<file path="src/rtl/regfile_wb_arbiter.sv">
// Round-robin writeback arbiter feeding the register file write port.
// Also flags read-port forwarding hits against the in-flight write.
module regfile_wb_arbiter #(
   parameter int W    = 32,
   parameter int NREQ = 3
) (
   input  logic              clock,
   input  logic              reset,
   input  logic              freeze,
   input  logic [NREQ-1:0]   req_valid,
   input  logic [5*NREQ-1:0] req_addr,
   input  logic [W*NREQ-1:0] req_data,
   output logic [NREQ-1:0]   req_ready,
   output logic              regwrite,
   output logic [4:0]        wr_out,
   output logic [W-1:0]      wdata_out,
   input  logic [4:0]        rr1_in,
   input  logic [4:0]        rr2_in,
   output logic              fwd1_hit,
   output logic              fwd2_hit,
   output logic [15:0]       write_count
);

   localparam int IW = (NREQ > 2) ? 2 : 1;

   logic [IW-1:0]   last_q, last_d;
   logic [IW-1:0]   win;
   logic [IW-1:0]   cand;
   logic [NREQ-1:0] grant;
   logic            xfer;
   logic [4:0]      waddr;
   logic [W-1:0]    wdata;

   logic            regwrite_q, regwrite_d;
   logic [4:0]      wr_q, wr_d;
   logic [W-1:0]    wd_q, wd_d;
   logic [15:0]     cnt_q, cnt_d;

   // Scan upward from the slot after the last winner, wrapping.
   always_comb begin
      grant = '0;
      xfer  = 1'b0;
      win   = last_q;
      cand  = '0;
      if (!reset && !freeze) begin
         for (int k = 1; k <= NREQ; k++) begin
            cand = IW'((int'(last_q) + k) % NREQ);
            if (!xfer && req_valid[cand]) begin
               xfer        = 1'b1;
               grant[cand] = 1'b1;
               win         = cand;
            end
         end
      end
   end

   assign waddr = req_addr[5*int'(win) +: 5];
   assign wdata = req_data[W*int'(win) +: W];

   always_comb begin
      last_d     = xfer ? win : last_q;
      regwrite_d = xfer && (waddr != 5'd0);
      wr_d       = regwrite_d ? waddr : wr_q;
      wd_d       = regwrite_d ? wdata : wd_q;
      cnt_d      = cnt_q + {15'd0, regwrite_q};
   end

   always_ff @(posedge clock) begin
      if (reset) begin
         last_q     <= IW'(NREQ - 1);
         regwrite_q <= 1'b0;
         wr_q       <= '0;
         wd_q       <= '0;
         cnt_q      <= '0;
      end else begin
         last_q     <= last_d;
         regwrite_q <= regwrite_d;
         wr_q       <= wr_d;
         wd_q       <= wd_d;
         cnt_q      <= cnt_d;
      end
   end

   assign req_ready   = grant;
   assign regwrite    = regwrite_q;
   assign wr_out      = wr_q;
   assign wdata_out   = wd_q;
   assign write_count = cnt_q;
   assign fwd1_hit    = regwrite_q && (wr_q == rr1_in) && (rr1_in != 5'd0);
   assign fwd2_hit    = regwrite_q && (wr_q == rr2_in) && (rr2_in != 5'd0);

endmodule
</file>
<file path="config.mk">
export PLATFORM = sky130hd
export DESIGN_NAME = regfile_wb_arbiter
export DESIGN_NICKNAME = d
export VERILOG_FILES = /design/src/rtl/regfile_wb_arbiter.sv
export SDC_FILE = /design/constraint.sdc
export NUM_CORES = 1
export LEC_CHECK = 0
export BUFFER_PORTS_ARGS = -buffer_cell sky130_fd_sc_hd__buf_2
export CAP_MARGIN = 25
export CORE_ASPECT_RATIO = 0.9
export CORE_MARGIN = 1
export CORE_UTILIZATION = 23
export DETAILED_ROUTE_END_ITERATION = 12
export PLACE_DENSITY = 0.45
export SYNTH_ARGS = -nofsm -noshare
export SYNTH_HDL_FRONTEND = slang
export SYNTH_SLANG_ARGS = --single-unit
export TNS_END_PERCENT = 1
</file>
<file path="constraint.sdc">
create_clock -name clock -period 8.38 [get_ports clock]
set_input_delay 1.676 -clock clock [delete_from_list [all_inputs] [get_ports clock]]
set_output_delay 1.676 -clock clock [all_outputs]
set_load 0.005 [all_outputs]
</file>
======== Yosys cells after proc, flatten, opt, wreduce, memory -nomap -nowiden ========
Cells that the tools add are included.
cells by class
  $add $sub $neg .......................... 4
  multiply operators ...................... 1
  divide/modulo/power cells ............... 3
  magnitude comparators ................... 6
  equal/unequal tests ..................... 2
  shifts and indexed selects .............. 2
  multiplexer cells ....................... 28
  bitwise operators ....................... 2
  reductions and logical operators ........ 18
operators by type and width
  operator                                                           number
  modulo 32 x 3 -> 32 bit, second input constant                     3
  variable part select 96 x 8 -> 32 bit                              1
  two-way mux 3 bit                                                  6
  adder 16 x 1 -> 16 bit                                             1
  nonzero test 5 bit                                                 3
  variable part select 15 x 6 -> 5 bit                               1
  two-way mux 1 bit                                                  12
  logical AND 1 bit                                                  11
  equality test 5 bit                                                2
  < comparator 2 x 3 -> 1 bit, second input constant                 3
  two-way mux 2 bit                                                  4
  adder 2 x 2 -> 3 bit, second input constant                        2
  binary-select mux 1 bit (select 2 bit)                             3
  demux 1 bit (select 2 bit)                                         3
  greater-or-equal comparator 2 x 1 -> 1 bit, second input constant  3
  bitwise OR 3 bit                                                   2
  multiplier 3 x 2 -> 5 bit, first input constant                    1
  logical NOT 1 bit                                                  4
  adder 2 x 1 -> 3 bit, second input constant                        1
storage, ports and cells
  flip-flop bits (word level) ............. 56
  input bits .............................. 127
  output and inout port bits .............. 59
  word-level logic and storage cells ...... 71

======== Logic depth before layout (Yosys ltp) ========
Gate-level depths: netlist of the first run.
  word-level depth ........................ 18
  depth in mapped cells ................... 12

======== Least setup slack after synthesis of the first run ========
Ideal clock, no wire load.
  path kind ............................... in2out
  start point ............................. in req_valid[0]
  end point ............................... out req_ready[2]
  arrival time ............................ 2735 ps
  required time ........................... 6704 ps
  slack ................................... 3969 ps
  stages .................................. 5
  buffers on the path ..................... 0
  cell sequence ........................... mux2_4 -> mux2_4 -> or2_2 -> a22oi_1 -> nor2_1
on the way
  word-level cells in the longest chain between the ends .. 12
  elaborated cells between the ends (all ways) .. 22
ends and longest elaborated chain
  what                                     line  RTL
  from (decl)                              10    input logic [NREQ-1:0] req_valid,
  binary-select mux 1 bit (select 2 bit)   48    if (!xfer && req_valid[cand]) begin
  two-way mux 1 bit (implied by the code)  48
  two-way mux 1 bit                        48
  two-way mux 1 bit                        45    if (!reset && !freeze) begin
  logical NOT 1 bit                        48
  logical AND 1 bit                        48
  two-way mux 1 bit                        48
  two-way mux 1 bit                        45
  logical NOT 1 bit                        48
  logical AND 1 bit                        48
  two-way mux 3 bit (*)                    48
  two-way mux 3 bit (*)                    45
  to (decl)                                13    output logic [NREQ-1:0] req_ready,
Mark *: on every way between the ends. The rest lies on a longest branch, timed or not. The select of a mux whose other input is x is not followed.

======== Worst setup path in the final report of the first run ========
  start point ............................. in req_valid[0]
  end point ............................... out req_ready[1]
The elaborated chain is that of the path after synthesis.

==> run_summary.xml, run 1 <==
<?xml version="1.0" encoding="UTF-8"?>
<metrics>
  <group name="worst_setup_path">
    <metric name="endpoint_kind" unit="">primary output</metric>
    <metric name="critPathRequiredTime" unit="ps">6700</metric>
    <metric name="criticalPathCategory" unit="">in2out</metric>
    <metric name="arrival" unit="ps">3180</metric>
    <metric name="worst_r2r_startpoint" unit="">last_q[0]</metric>
    <metric name="setup_slack_of_the_worst_register_to_register_path" unit="ps">4380</metric>
    <metric name="path_max_fanout" unit="">9</metric>
    <metric name="worst_r2r_endpoint" unit="">wdata_out[21]</metric>
    <metric name="setup.worst_path.start_class" unit="">input port</metric>
    <metric name="ff2ff_path_depth" unit="">10</metric>
  </group>
  <group name="global_routing">
    <metric name="grt_start_max_net_pins" unit="">46</metric>
    <metric name="grt_antenna_before_repair" unit="">0</metric>
    <metric name="grt_pass1_wl" unit="um">19600</metric>
    <metric name="grt_usage" unit="">0.138</metric>
    <metric name="grt-ovfl-total" unit="">0</metric>
    <metric name="vias_in_the_first_global_route" unit="">3772</metric>
  </group>
  <group name="power_and_ir_drop">
    <metric name="power_frac_seq" unit="">0.337</metric>
    <metric name="netSwitchingFraction" unit="">0.373</metric>
    <metric name="clockPowerShare" unit="">0.216</metric>
    <metric name="p_int" unit="W">0.000618</metric>
    <metric name="power.switching" unit="W">0.000367</metric>
    <metric name="p_leak" unit="nW">2.14</metric>
    <metric name="cellPowerDensity" unit="nW/um^2">194</metric>
    <metric name="ir_worst_vdd" unit="mV">0.0835</metric>
    <metric name="post-layout-total-power" unit="W">0.000985</metric>
    <metric name="power_frac_comb" unit="">0.447</metric>
  </group>
  <group name="yosys">
    <metric name="netlist_area_before_placement" unit="um^2">3940</metric>
    <metric name="post_synth_edffs" unit="">0</metric>
    <metric name="synth.distinct_cells" unit="">52</metric>
    <metric name="synthesis.instances" unit="">389</metric>
    <metric name="post-synth-top-area-cell" unit="">sky130_fd_sc_hd__dfxtp_1</metric>
    <metric name="synth_nets" unit="">522</metric>
    <metric name="post_synth_main_area_contributors" unit="">sky130_fd_sc_hd__dfxtp_1, sky130_fd_sc_hd__a211oi_2, sky130_fd_sc_hd__mux2_2</metric>
    <metric name="avgSynthCellArea" unit="um^2">10.1</metric>
    <metric name="yosys_warnings" unit="">0</metric>
    <metric name="asyncSetResetFlopFracSynth" unit="">0</metric>
    <metric name="synth_top_flop_cell" unit="">sky130_fd_sc_hd__dfxtp_1</metric>
    <metric name="synth_seq_area_share" unit="">0.285</metric>
    <metric name="yosys.area.top_type_share" unit="">0.285</metric>
    <metric name="synthMostInstantiatedCell" unit="">sky130_fd_sc_hd__a211oi_2</metric>
    <metric name="ys_top_cells_by_count" unit="">sky130_fd_sc_hd__a211oi_2, sky130_fd_sc_hd__dfxtp_1, sky130_fd_sc_hd__a22oi_1, sky130_fd_sc_hd__mux2_2, sky130_fd_sc_hd__nor2_1</metric>
    <metric name="ys_seq_elements" unit="">56</metric>
  </group>
  <group name="clocking">
    <metric name="root_buffer" unit="">sky130_fd_sc_hd__clkbuf_16</metric>
    <metric name="clock_insertion_delay_worst_skew" unit="ps">290</metric>
    <metric name="tritoncts" unit="">done</metric>
    <metric name="postCtsHoldBufs" unit="">0</metric>
    <metric name="clock_tree.buffer_depth" unit="">2</metric>
    <metric name="worst_setup_hold_path_clk_slew" unit="ps">70</metric>
    <metric name="cts-buffers-inserted" unit="">5</metric>
    <metric name="count_of_instances_resized_after_the_clock_tree_is_built" unit="">0</metric>
    <metric name="clock_tree.htree_level_count" unit="">2</metric>
    <metric name="postCtsSetupBuffers" unit="">0</metric>
    <metric name="clkSinkCount" unit="">56</metric>
  </group>
  <group name="flow_run">
    <metric name="cap_viol_max_count" unit="">0</metric>
  </group>
  <group name="cells_and_area">
    <metric name="final_nets" unit="">685</metric>
    <metric name="final_cells" unit="">764</metric>
    <metric name="antenna_cells_inserted" unit="">0</metric>
    <metric name="final_layout_size_suffix_gt1_frac" unit="">0.555</metric>
    <metric name="synthesis_to_layout_area_growth" unit="%">28.9</metric>
  </group>
  <group name="timing">
    <metric name="period_needed" unit="ps">4850</metric>
    <metric name="timing.final.crit_share" unit="">0.579</metric>
    <metric name="maxClockFrequency" unit="MHz">206</metric>
    <metric name="setup_violations" unit="">0</metric>
    <metric name="setup_repair_after_global_routing_missed_its_margin" unit="">false</metric>
    <metric name="timing.setup.tns" unit="ps">0</metric>
    <metric name="report.final.hold_viol_count" unit="">0</metric>
    <metric name="final_max_slew_viol_count" unit="">0</metric>
    <metric name="final_worst_clock_skew" unit="ps">4.10</metric>
    <metric name="worst_slew_margin_rel" unit="">0.347</metric>
    <metric name="tightest_slew" unit="ps">979</metric>
  </group>
  <group name="floorplanning">
    <metric name="rows" unit="">45</metric>
    <metric name="design.portCount" unit="">186</metric>
    <metric name="floorplan.die.height" unit="um">126</metric>
    <metric name="die_x" unit="um">140</metric>
    <metric name="start_util" unit="">0.234</metric>
    <metric name="die_area" unit="um^2">17700</metric>
    <metric name="core_footprint" unit="um^2">16800</metric>
  </group>
  <group name="min_path">
    <metric name="hold_class" unit="">reg2reg</metric>
    <metric name="whs_endpoint" unit="">write_count[13]</metric>
    <metric name="worst_hold_path.num_cells" unit="">2</metric>
    <metric name="hp-start" unit="">write_count[13]</metric>
  </group>
  <group name="placement">
    <metric name="port_buffers" unit="">185</metric>
    <metric name="gp_congestion" unit="">0.815</metric>
    <metric name="post-dp-hpwl" unit="um">8890</metric>
    <metric name="placedCellCount" unit="">755</metric>
  </group>
  <group name="detailed_routing">
    <metric name="totalWireLength" unit="um">12200</metric>
    <metric name="drtPass1Iterations" unit="">5</metric>
    <metric name="drt-wirelength-per-cell" unit="um">16.0</metric>
    <metric name="1st_iter_drt_viols" unit="">157</metric>
    <metric name="vias_per_cell" unit="">4.92</metric>
    <metric name="via_count" unit="">3757</metric>
    <metric name="route.detailed.drc" unit="">0</metric>
    <metric name="drtAntennaViolNets" unit="">0</metric>
  </group>
  <group name="status">
    <metric name="status" unit="">completed</metric>
  </group>
</metrics>
## worst max path at each step
stage | startpoint | end | slack (ps) | depth (start not counted)
floorplan | req_valid[0] | req_ready[2] | 3970 | 5
global placement | reset | wdata_out[13] | 3310 | 9
detailed placement | reset | wdata_out[21] | 3110 | 9
CTS | reset | wdata_out[21] | 3430 | 9
global route | req_valid[0] | req_ready[1] | 3430 | 8
finish | req_valid[0] | req_ready[1] | 3530 | 8
## registers in the layout, indices dropped and copies added, names as in the netlist
| name | count |
|---|---|
| regwrite | 1 |
| wdata_out | 32 |
| wr_out | 5 |
| write_count | 16 |
| last_q | 2 |
## per-stage QoR
| step | area, um^2 | util | setup slack, ps | hold slack, ps |
|---|---|---|---|---|
| final | 5080 | 0.302 | 3530 | 516 |
| after CTS | 5060 | 0.300 | 3430 | 521 |
| after detailed placement | 4910 | 0.292 | 3110 | 504 |
| after floorplan | 3940 | - | 3970 | 487 |
| after global routing | 5080 | 0.302 | 3430 | 533 |
| after global placement | 4910 | 0.292 | 3310 | 496 |
## power groups by stage
stage | Sequential (W) | Combinational (W) | Clock (W)
2_1_floorplan | 0.000337 | 0.000322 | 0
3_3_place_gp | 0.000338 | 0.000432 | 0
3_5_place_dp | 0.000337 | 0.000443 | 0
4_1_cts | 0.000332 | 0.000444 | 0.000225
5_1_grt | 0.000337 | 0.000482 | 0.000235
6_report | 0.000332 | 0.000440 | 0.000213
## metal layers
metal,share of wire,GRT usage,vias up
li1,-,-,1817
met5,0,0,-
met4,0.0051,0.0136,0
met3,0.065,0.0331,12
met1,0.42,0.162,1781
met2,0.51,0.260,147
## worst max-delay path, cell delays in order
cell	delay [ps]
sky130_fd_sc_hd__buf_2	130
sky130_fd_sc_hd__mux2_4	260
sky130_fd_sc_hd__mux2_4	320
sky130_fd_sc_hd__nor2_1	170
sky130_fd_sc_hd__a22oi_1	90
sky130_fd_sc_hd__o21ai_0	190
sky130_fd_sc_hd__and2_1	200
sky130_fd_sc_hd__buf_2	130
## placed cells by master (no fill, tap or decap), types with 5 or more instances in the layout
cell	n
sky130_fd_sc_hd__clkbuf_16	5
sky130_fd_sc_hd__nand2_1	10
sky130_fd_sc_hd__a211oi_2	58
sky130_fd_sc_hd__nand3_1	6
sky130_fd_sc_hd__o211ai_1	5
sky130_fd_sc_hd__mux2i_1	8
sky130_fd_sc_hd__xnor2_1	6
sky130_fd_sc_hd__a22oi_1	34
sky130_fd_sc_hd__buf_2	185
sky130_fd_sc_hd__nor2b_1	6
sky130_fd_sc_hd__dfxtp_1	56
sky130_fd_sc_hd__ha_1	6
sky130_fd_sc_hd__a211o_1	6
sky130_fd_sc_hd__mux2_2	34
sky130_fd_sc_hd__a211oi_1	7
sky130_fd_sc_hd__buf_4	6
sky130_fd_sc_hd__nor3_1	5
sky130_fd_sc_hd__nor2_1	24
sky130_fd_sc_hd__xor2_1	15
sky130_fd_sc_hd__a21oi_1	10
sky130_fd_sc_hd__inv_1	5
sky130_fd_sc_hd__o21ai_0	6
## cell type report
cell class / instances / area [um^2]
fill: 1753 / 11800
tap: 211 / 264
clock buffer: 5 / 125
multi-input combinational: 292 / 2530
timing repair buffer: 192 / 991
sequential: 56 / 1120
inverter: 5 / 18.8
clock inverter: 3 / 23.8
## kinds of logic after synthesis
family | synth area share
flops | 0.285
mux | 0.125
xor+xnor | 0.0467
simple gates | 0.105
fa+ha+maj | 0.0191
compound gates | 0.343
buf+inv | 0.0766
Note: power is estimated with default switching activity, not from simulation.
==> run 2: changes to the inputs <==
--- a/config.mk
+++ b/config.mk
@@ -11,7 +11,7 @@
 export CORE_MARGIN = 1
 export CORE_UTILIZATION = 23
 export DETAILED_ROUTE_END_ITERATION = 12
-export PLACE_DENSITY = 0.45
+export PLACE_DENSITY = 0.47
 export SYNTH_ARGS = -nofsm -noshare
 export SYNTH_HDL_FRONTEND = slang
 export SYNTH_SLANG_ARGS = --single-unit
==> constraint.sdc (replaced) <==
create_clock -name clock -period 3.9 [get_ports clock]
set_input_delay 0.78 -clock clock [delete_from_list [all_inputs] [get_ports clock]]
set_output_delay 0.78 -clock clock [all_outputs]
set_load 0.005 [all_outputs]
==> run 2 against run 1 <==
Die area did not move. Power rose by 120%. Non-clock buffer count rose by 7. Core utilization rose by 0.33 points. Critical path type is now reg2reg. Critical endpoint is now wdata_out[8]. Highest routed layer is now met5.
==> run_summary.xml, run 2 (synthesized netlist as in run 1, its figures left out) <==
<?xml version="1.0" encoding="UTF-8"?>
<metrics>
  <group name="detailed_routing">
    <metric name="met3_length" unit="um">733</metric>
    <metric name="vias_per_cell" unit="">4.84</metric>
    <metric name="drtPass1Iterations" unit="">6</metric>
    <metric name="dr.max_layer_used" unit="">met5</metric>
    <metric name="totalWireLength" unit="um">12200</metric>
    <metric name="route.layer.met1.wl" unit="um">5430</metric>
    <metric name="drt-wirelength-per-cell" unit="um">15.8</metric>
    <metric name="route.detailed.drc" unit="">0</metric>
    <metric name="via_count" unit="">3745</metric>
    <metric name="1st_iter_drt_viols" unit="">162</metric>
    <metric name="wl_met2" unit="um">5790</metric>
    <metric name="drtAntennaViolNets" unit="">0</metric>
  </group>
  <group name="floorplanning">
    <metric name="die_x" unit="um">140</metric>
    <metric name="rows" unit="">45</metric>
    <metric name="floorplan.die.height" unit="um">126</metric>
    <metric name="design.portCount" unit="">186</metric>
    <metric name="core_footprint" unit="um^2">16800</metric>
    <metric name="start_util" unit="">0.234</metric>
    <metric name="die_area" unit="um^2">17700</metric>
  </group>
  <group name="clocking">
    <metric name="postCtsSetupBuffers" unit="">0</metric>
    <metric name="postCtsHoldBufs" unit="">0</metric>
    <metric name="tritoncts" unit="">done</metric>
    <metric name="clock_insertion_delay_worst_skew" unit="ps">290</metric>
    <metric name="clock_tree.buffer_depth" unit="">2</metric>
    <metric name="root_buffer" unit="">sky130_fd_sc_hd__clkbuf_16</metric>
    <metric name="count_of_instances_resized_after_the_clock_tree_is_built" unit="">0</metric>
    <metric name="worst_setup_hold_path_clk_slew" unit="ps">70</metric>
    <metric name="clkSinkCount" unit="">56</metric>
    <metric name="clock_tree.htree_level_count" unit="">2</metric>
    <metric name="cts-buffers-inserted" unit="">5</metric>
  </group>
  <group name="power_and_ir_drop">
    <metric name="power_frac_comb" unit="">0.449</metric>
    <metric name="p_leak" unit="nW">2.18</metric>
    <metric name="clockPowerShare" unit="">0.216</metric>
    <metric name="cellPowerDensity" unit="nW/um^2">416</metric>
    <metric name="power_frac_seq" unit="">0.336</metric>
    <metric name="p_int" unit="W">0.00134</metric>
    <metric name="ir_worst_vdd" unit="mV">0.168</metric>
    <metric name="netSwitchingFraction" unit="">0.373</metric>
    <metric name="power.switching" unit="W">0.000797</metric>
  </group>
  <group name="global_routing">
    <metric name="vias_in_the_first_global_route" unit="">3688</metric>
    <metric name="grt_usage" unit="">0.136</metric>
    <metric name="grt_start_max_net_pins" unit="">39</metric>
    <metric name="grt-ovfl-total" unit="">0</metric>
    <metric name="grt_antenna_before_repair" unit="">3</metric>
    <metric name="grt_pass1_wl" unit="um">19200</metric>
  </group>
  <group name="min_path">
    <metric name="hold_class" unit="">reg2reg</metric>
    <metric name="hp-start" unit="">write_count[13]</metric>
  </group>
  <group name="worst_setup_path">
    <metric name="path_max_fanout" unit="">18</metric>
    <metric name="worst_setup_path_startpoint" unit="">last_q[0]</metric>
    <metric name="arrival" unit="ps">3660</metric>
    <metric name="endpoint_kind" unit="">register</metric>
    <metric name="critPathRequiredTime" unit="ps">4060</metric>
    <metric name="setup.worst_path.start_class" unit="">register</metric>
    <metric name="criticalPathCategory" unit="">reg2reg</metric>
    <metric name="worst_r2r_startpoint" unit="">last_q[0]</metric>
  </group>
  <group name="timing">
    <metric name="report.final.hold_viol_count" unit="">0</metric>
    <metric name="setup_ws" unit="ps">398</metric>
    <metric name="setup_repair_after_global_routing_missed_its_margin" unit="">false</metric>
    <metric name="worst_hold_slack" unit="ps">514</metric>
    <metric name="timing.setup.tns" unit="ps">0</metric>
    <metric name="worst_slew_margin_rel" unit="">0.517</metric>
    <metric name="tightest_slew" unit="ps">721</metric>
    <metric name="final_max_slew_viol_count" unit="">0</metric>
    <metric name="period_needed" unit="ps">3500</metric>
    <metric name="final_worst_clock_skew" unit="ps">7.05</metric>
    <metric name="setup_violations" unit="">0</metric>
    <metric name="maxClockFrequency" unit="MHz">286</metric>
    <metric name="timing.final.crit_share" unit="">0.898</metric>
  </group>
  <group name="cells_and_area">
    <metric name="largest_register_ff_count" unit="">32</metric>
    <metric name="mostFrequentLayoutCells" unit="">sky130_fd_sc_hd__buf_2, sky130_fd_sc_hd__a211oi_2, sky130_fd_sc_hd__dfxtp_1</metric>
    <metric name="stdcell_area" unit="um^2">5130</metric>
    <metric name="finish.utilization" unit="">0.305</metric>
    <metric name="final_nets" unit="">692</metric>
    <metric name="final_layout_size_suffix_gt1_frac" unit="">0.561</metric>
    <metric name="synthesis_to_layout_area_growth" unit="%">30.3</metric>
    <metric name="layout_commonest_cell" unit="">sky130_fd_sc_hd__buf_2</metric>
  </group>
  <group name="placement">
    <metric name="gp_congestion" unit="">0.944</metric>
    <metric name="post-dp-hpwl" unit="um">9480</metric>
    <metric name="dpl_ws" unit="ps">423</metric>
    <metric name="port_buffers" unit="">185</metric>
    <metric name="dpl-instance-area" unit="um^2">4980</metric>
  </group>
  <group name="flow_run">
    <metric name="cap_viol_max_count" unit="">0</metric>
  </group>
  <group name="status">
    <metric name="status" unit="">completed</metric>
  </group>
</metrics>
-- run 2: changes by cell type in the layout (fill, tap and decap cells not counted), sizes merged --
cell      previous run  this run
clkinvlp             2         1
buf                192       199
inv                  5         6
diode                0         2
-- run 2: final cells by class --
class / instances / area [um^2]
multi-input combinational: 292 / 2530
tap: 211 / 264
fill: 1739 / 11700
sequential: 56 / 1120
antenna: 2 / 5.00
inverter: 5 / 18.8
clock buffer: 5 / 125
clock inverter: 3 / 21.3
timing repair buffer: 199 / 1040
-- run 2: metal layers --
| layer | track usage | vias up |
|---|---|---|
| li1 | - | 1834 |
| met3 | 0.0323 | 18 |
| met5 | 0 | - |
| met2 | 0.231 | 130 |
| met4 | 0.0343 | 2 |
| met1 | 0.172 | 1761 |
-- run 2: path summary, 6_finish.rpt --
check / to / slack [ps] / cells after the start
worst max-delay path: wdata_out[8] / 400 / 10
worst min register to register: write_count[13] / 510 / 2
worst max register to register: wdata_out[8] / 400 / 10
worst min-delay path: write_count[13] / 510 / 2
-- run 2: power groups by stage --
stage                     clock [W]  combinational (W)  sequential [W]
after CTS                  0.000478           0.000972        0.000718
after floorplan                   0           0.000691        0.000723
after detailed placement          0           0.000972        0.000730
final                      0.000461           0.000958        0.000717
after global placement            0           0.000958        0.000731
after global routing       0.000504            0.00105        0.000728
-- run 2: worst max-delay path, cell delays in order (launching register included) --
cell	delay (ps)
sky130_fd_sc_hd__dfxtp_1	480
sky130_fd_sc_hd__inv_1	130
sky130_fd_sc_hd__ha_1	330
sky130_fd_sc_hd__mux2_4	330
sky130_fd_sc_hd__mux2_4	320
sky130_fd_sc_hd__o41a_1	410
sky130_fd_sc_hd__o21a_2	180
sky130_fd_sc_hd__a31o_2	270
sky130_fd_sc_hd__o21ai_4	580
sky130_fd_sc_hd__buf_12	250
sky130_fd_sc_hd__a211oi_2	80
-- run 2: through the flow --
stage | total power (W) | instances
after floorplan | 0.00141 | 389
after global placement | 0.00169 | 763
after detailed placement | 0.00170 | 763
after CTS | 0.00217 | 771
after global routing | 0.00228 | 771
final | 0.00214 | 773
==> run 3: changes to the inputs <==
--- a/config.mk
+++ b/config.mk
@@ -5,13 +5,13 @@
 export SDC_FILE = /design/constraint.sdc
 export NUM_CORES = 1
 export LEC_CHECK = 0
-export BUFFER_PORTS_ARGS = -buffer_cell sky130_fd_sc_hd__buf_2
 export CAP_MARGIN = 25
 export CORE_ASPECT_RATIO = 0.9
 export CORE_MARGIN = 1
 export CORE_UTILIZATION = 23
 export DETAILED_ROUTE_END_ITERATION = 12
-export PLACE_DENSITY = 0.47
+export DONT_BUFFER_PORTS = 1
+export PLACE_DENSITY = 0.37
 export SYNTH_ARGS = -nofsm -noshare
 export SYNTH_HDL_FRONTEND = slang
 export SYNTH_SLANG_ARGS = --single-unit
==> run 3 against run 2 <==
Global-route usage down 1.1 points. Cell count down 25%. Wire length fell by 7.2%. Maximum frequency grew 0.35%. Die area is the same. Sequential share of layout area rose by 4.7 points.
==> run_summary.xml, run 3 (synthesized netlist as in run 1, its figures left out) <==
<?xml version="1.0" encoding="UTF-8"?>
<metrics>
  <group name="clocking">
    <metric name="clock_tree.buffer_depth" unit="">2</metric>
    <metric name="clkSinkCount" unit="">56</metric>
    <metric name="postCtsHoldBufs" unit="">0</metric>
    <metric name="root_buffer" unit="">sky130_fd_sc_hd__clkbuf_16</metric>
    <metric name="worst_setup_hold_path_clk_slew" unit="ps">70</metric>
    <metric name="count_of_instances_resized_after_the_clock_tree_is_built" unit="">0</metric>
    <metric name="clock_insertion_delay_worst_skew" unit="ps">290</metric>
    <metric name="clock_tree.htree_level_count" unit="">2</metric>
    <metric name="tritoncts" unit="">done</metric>
    <metric name="cts-buffers-inserted" unit="">5</metric>
    <metric name="postCtsSetupBuffers" unit="">0</metric>
  </group>
  <group name="global_routing">
    <metric name="grt_antenna_before_repair" unit="">0</metric>
    <metric name="grt_start_max_net_pins" unit="">58</metric>
    <metric name="grt-ovfl-total" unit="">0</metric>
    <metric name="grt_usage" unit="">0.125</metric>
    <metric name="grt_pass1_wl" unit="um">17000</metric>
    <metric name="vias_in_the_first_global_route" unit="">3021</metric>
  </group>
  <group name="status">
    <metric name="status" unit="">completed</metric>
  </group>
  <group name="power_and_ir_drop">
    <metric name="cellPowerDensity" unit="nW/um^2">485</metric>
    <metric name="ir_worst_vdd" unit="mV">0.169</metric>
    <metric name="p_leak" unit="nW">1.37</metric>
  </group>
  <group name="cells_and_area">
    <metric name="layout_commonest_cell" unit="">sky130_fd_sc_hd__a211oi_2</metric>
    <metric name="synthesis_to_layout_area_growth" unit="%">7.08</metric>
    <metric name="mostFrequentLayoutCells" unit="">sky130_fd_sc_hd__a211oi_2, sky130_fd_sc_hd__dfxtp_1, sky130_fd_sc_hd__mux2_2, sky130_fd_sc_hd__a22oi_1, sky130_fd_sc_hd__nor2_1</metric>
    <metric name="final_cells" unit="">583</metric>
    <metric name="antenna_cells_inserted" unit="">0</metric>
    <metric name="finish.utilization" unit="">0.251</metric>
    <metric name="final_layout_size_suffix_gt1_frac" unit="">0.336</metric>
    <metric name="largest_register_ff_count" unit="">32</metric>
    <metric name="final_nets" unit="">504</metric>
  </group>
  <group name="placement">
    <metric name="gp_congestion" unit="">0.852</metric>
    <metric name="port_buffers" unit="">0</metric>
    <metric name="post-dp-hpwl" unit="um">8480</metric>
    <metric name="dpl_ws" unit="ps">464</metric>
    <metric name="placedCellCount" unit="">575</metric>
  </group>
  <group name="min_path">
    <metric name="hold_class" unit="">reg2reg</metric>
  </group>
  <group name="floorplanning">
    <metric name="die_x" unit="um">140</metric>
    <metric name="floorplan.die.height" unit="um">126</metric>
    <metric name="core_footprint" unit="um^2">16800</metric>
    <metric name="design.portCount" unit="">186</metric>
    <metric name="start_util" unit="">0.234</metric>
    <metric name="rows" unit="">45</metric>
    <metric name="die_area" unit="um^2">17700</metric>
  </group>
  <group name="worst_setup_path">
    <metric name="path_max_fanout" unit="">18</metric>
    <metric name="critPathRequiredTime" unit="ps">4070</metric>
    <metric name="endpoint_kind" unit="">register</metric>
    <metric name="criticalPathCategory" unit="">reg2reg</metric>
    <metric name="setup.worst_path.start_class" unit="">register</metric>
    <metric name="arrival" unit="ps">3660</metric>
  </group>
  <group name="detailed_routing">
    <metric name="via_count" unit="">3062</metric>
    <metric name="route.detailed.drc" unit="">0</metric>
    <metric name="drtAntennaViolNets" unit="">0</metric>
    <metric name="totalWireLength" unit="um">11300</metric>
    <metric name="vias_per_cell" unit="">5.25</metric>
    <metric name="1st_iter_drt_viols" unit="">140</metric>
    <metric name="drtPass1Iterations" unit="">4</metric>
    <metric name="drt-wirelength-per-cell" unit="um">19.4</metric>
  </group>
  <group name="timing">
    <metric name="period_needed" unit="ps">3490</metric>
    <metric name="setup_repair_after_global_routing_missed_its_margin" unit="">false</metric>
    <metric name="worst_slew_margin_rel" unit="">0.535</metric>
    <metric name="tightest_slew" unit="ps">694</metric>
    <metric name="setup_ws" unit="ps">410</metric>
    <metric name="timing.final.crit_share" unit="">0.895</metric>
    <metric name="setup_violations" unit="">0</metric>
    <metric name="final_max_slew_viol_count" unit="">0</metric>
    <metric name="report.final.hold_viol_count" unit="">0</metric>
    <metric name="final_worst_clock_skew" unit="ps">3.27</metric>
    <metric name="timing.setup.tns" unit="ps">0</metric>
    <metric name="maxClockFrequency" unit="MHz">287</metric>
    <metric name="worst_hold_slack" unit="ps">533</metric>
  </group>
  <group name="flow_run">
    <metric name="cap_viol_max_count" unit="">0</metric>
  </group>
</metrics>
## run 3: changes by cell type in the layout (fill, tap and decap cells not counted), sizes merged
cell	change
clkinvlp	-1
bufinv	+1
clkbuf	+1
inv	-1
diode	-2
buf	-188
## run 3: worst paths after layout
path,startpoint,to,slack [ps],cells after the start
worst max register to register,last_q[0],wdata_out[12],410,10
worst max-delay path,last_q[0],wdata_out[12],410,10
worst min-delay path,write_count[13],write_count[13],530,2
worst min register to register,write_count[13],write_count[13],530,2
## run 3: per-layer routing
| metal | up-vias | wire (um) | GRT usage |
|---|---|---|---|
| li1 | 1461 | - | - |
| met1 | 1448 | 4730 | 0.142 |
| met2 | 140 | 5240 | 0.213 |
| met3 | 13 | 1190 | 0.0574 |
| met4 | 0 | 150 | 0.0271 |
| met5 | - | 0 | 0 |
## run 3: stage by stage
| stage | instance area (um^2) | power (W) |
|---|---|---|
| floorplan | 3940 | 0.00141 |
| global placement | 4050 | 0.00156 |
| detailed placement | 4050 | 0.00157 |
| CTS | 4220 | 0.00209 |
| global route | 4220 | 0.00219 |
| finish | 4220 | 0.00204 |
## run 3: worst max-delay path, cell delays in order, from the launching register on
cell and delay, ps:
sky130_fd_sc_hd__dfxtp_1 490, sky130_fd_sc_hd__inv_1 120, sky130_fd_sc_hd__ha_1 430, sky130_fd_sc_hd__or2_2 330
sky130_fd_sc_hd__a32oi_1 470, sky130_fd_sc_hd__o221ai_1 220, sky130_fd_sc_hd__and3_2 320, sky130_fd_sc_hd__a211o_1 330
sky130_fd_sc_hd__o21ai_4 290, sky130_fd_sc_hd__buf_12 250, sky130_fd_sc_hd__a211oi_1 90
## run 3: report_power, final
part / leakage, nW / switching (W) / internal [W]
clock network: 0.0808 / 0.000205 / 0.000303
logic: 0.833 / 0.000429 / 0.000362
registers: 0.458 / 0.0000963 / 0.000649
total: 1.37 / 0.000731 / 0.00131
## run 3: final cells by class
cell class | instances | area (um^2)
fillers | 1791 | 12600
flip-flops and latches | 56 | 1120
repair buffers | 11 | 108
clock inverters | 2 | 35.0
inverters | 5 | 18.8
multi-input cells | 292 | 2540
clock buffers | 6 | 129
well taps | 211 | 264
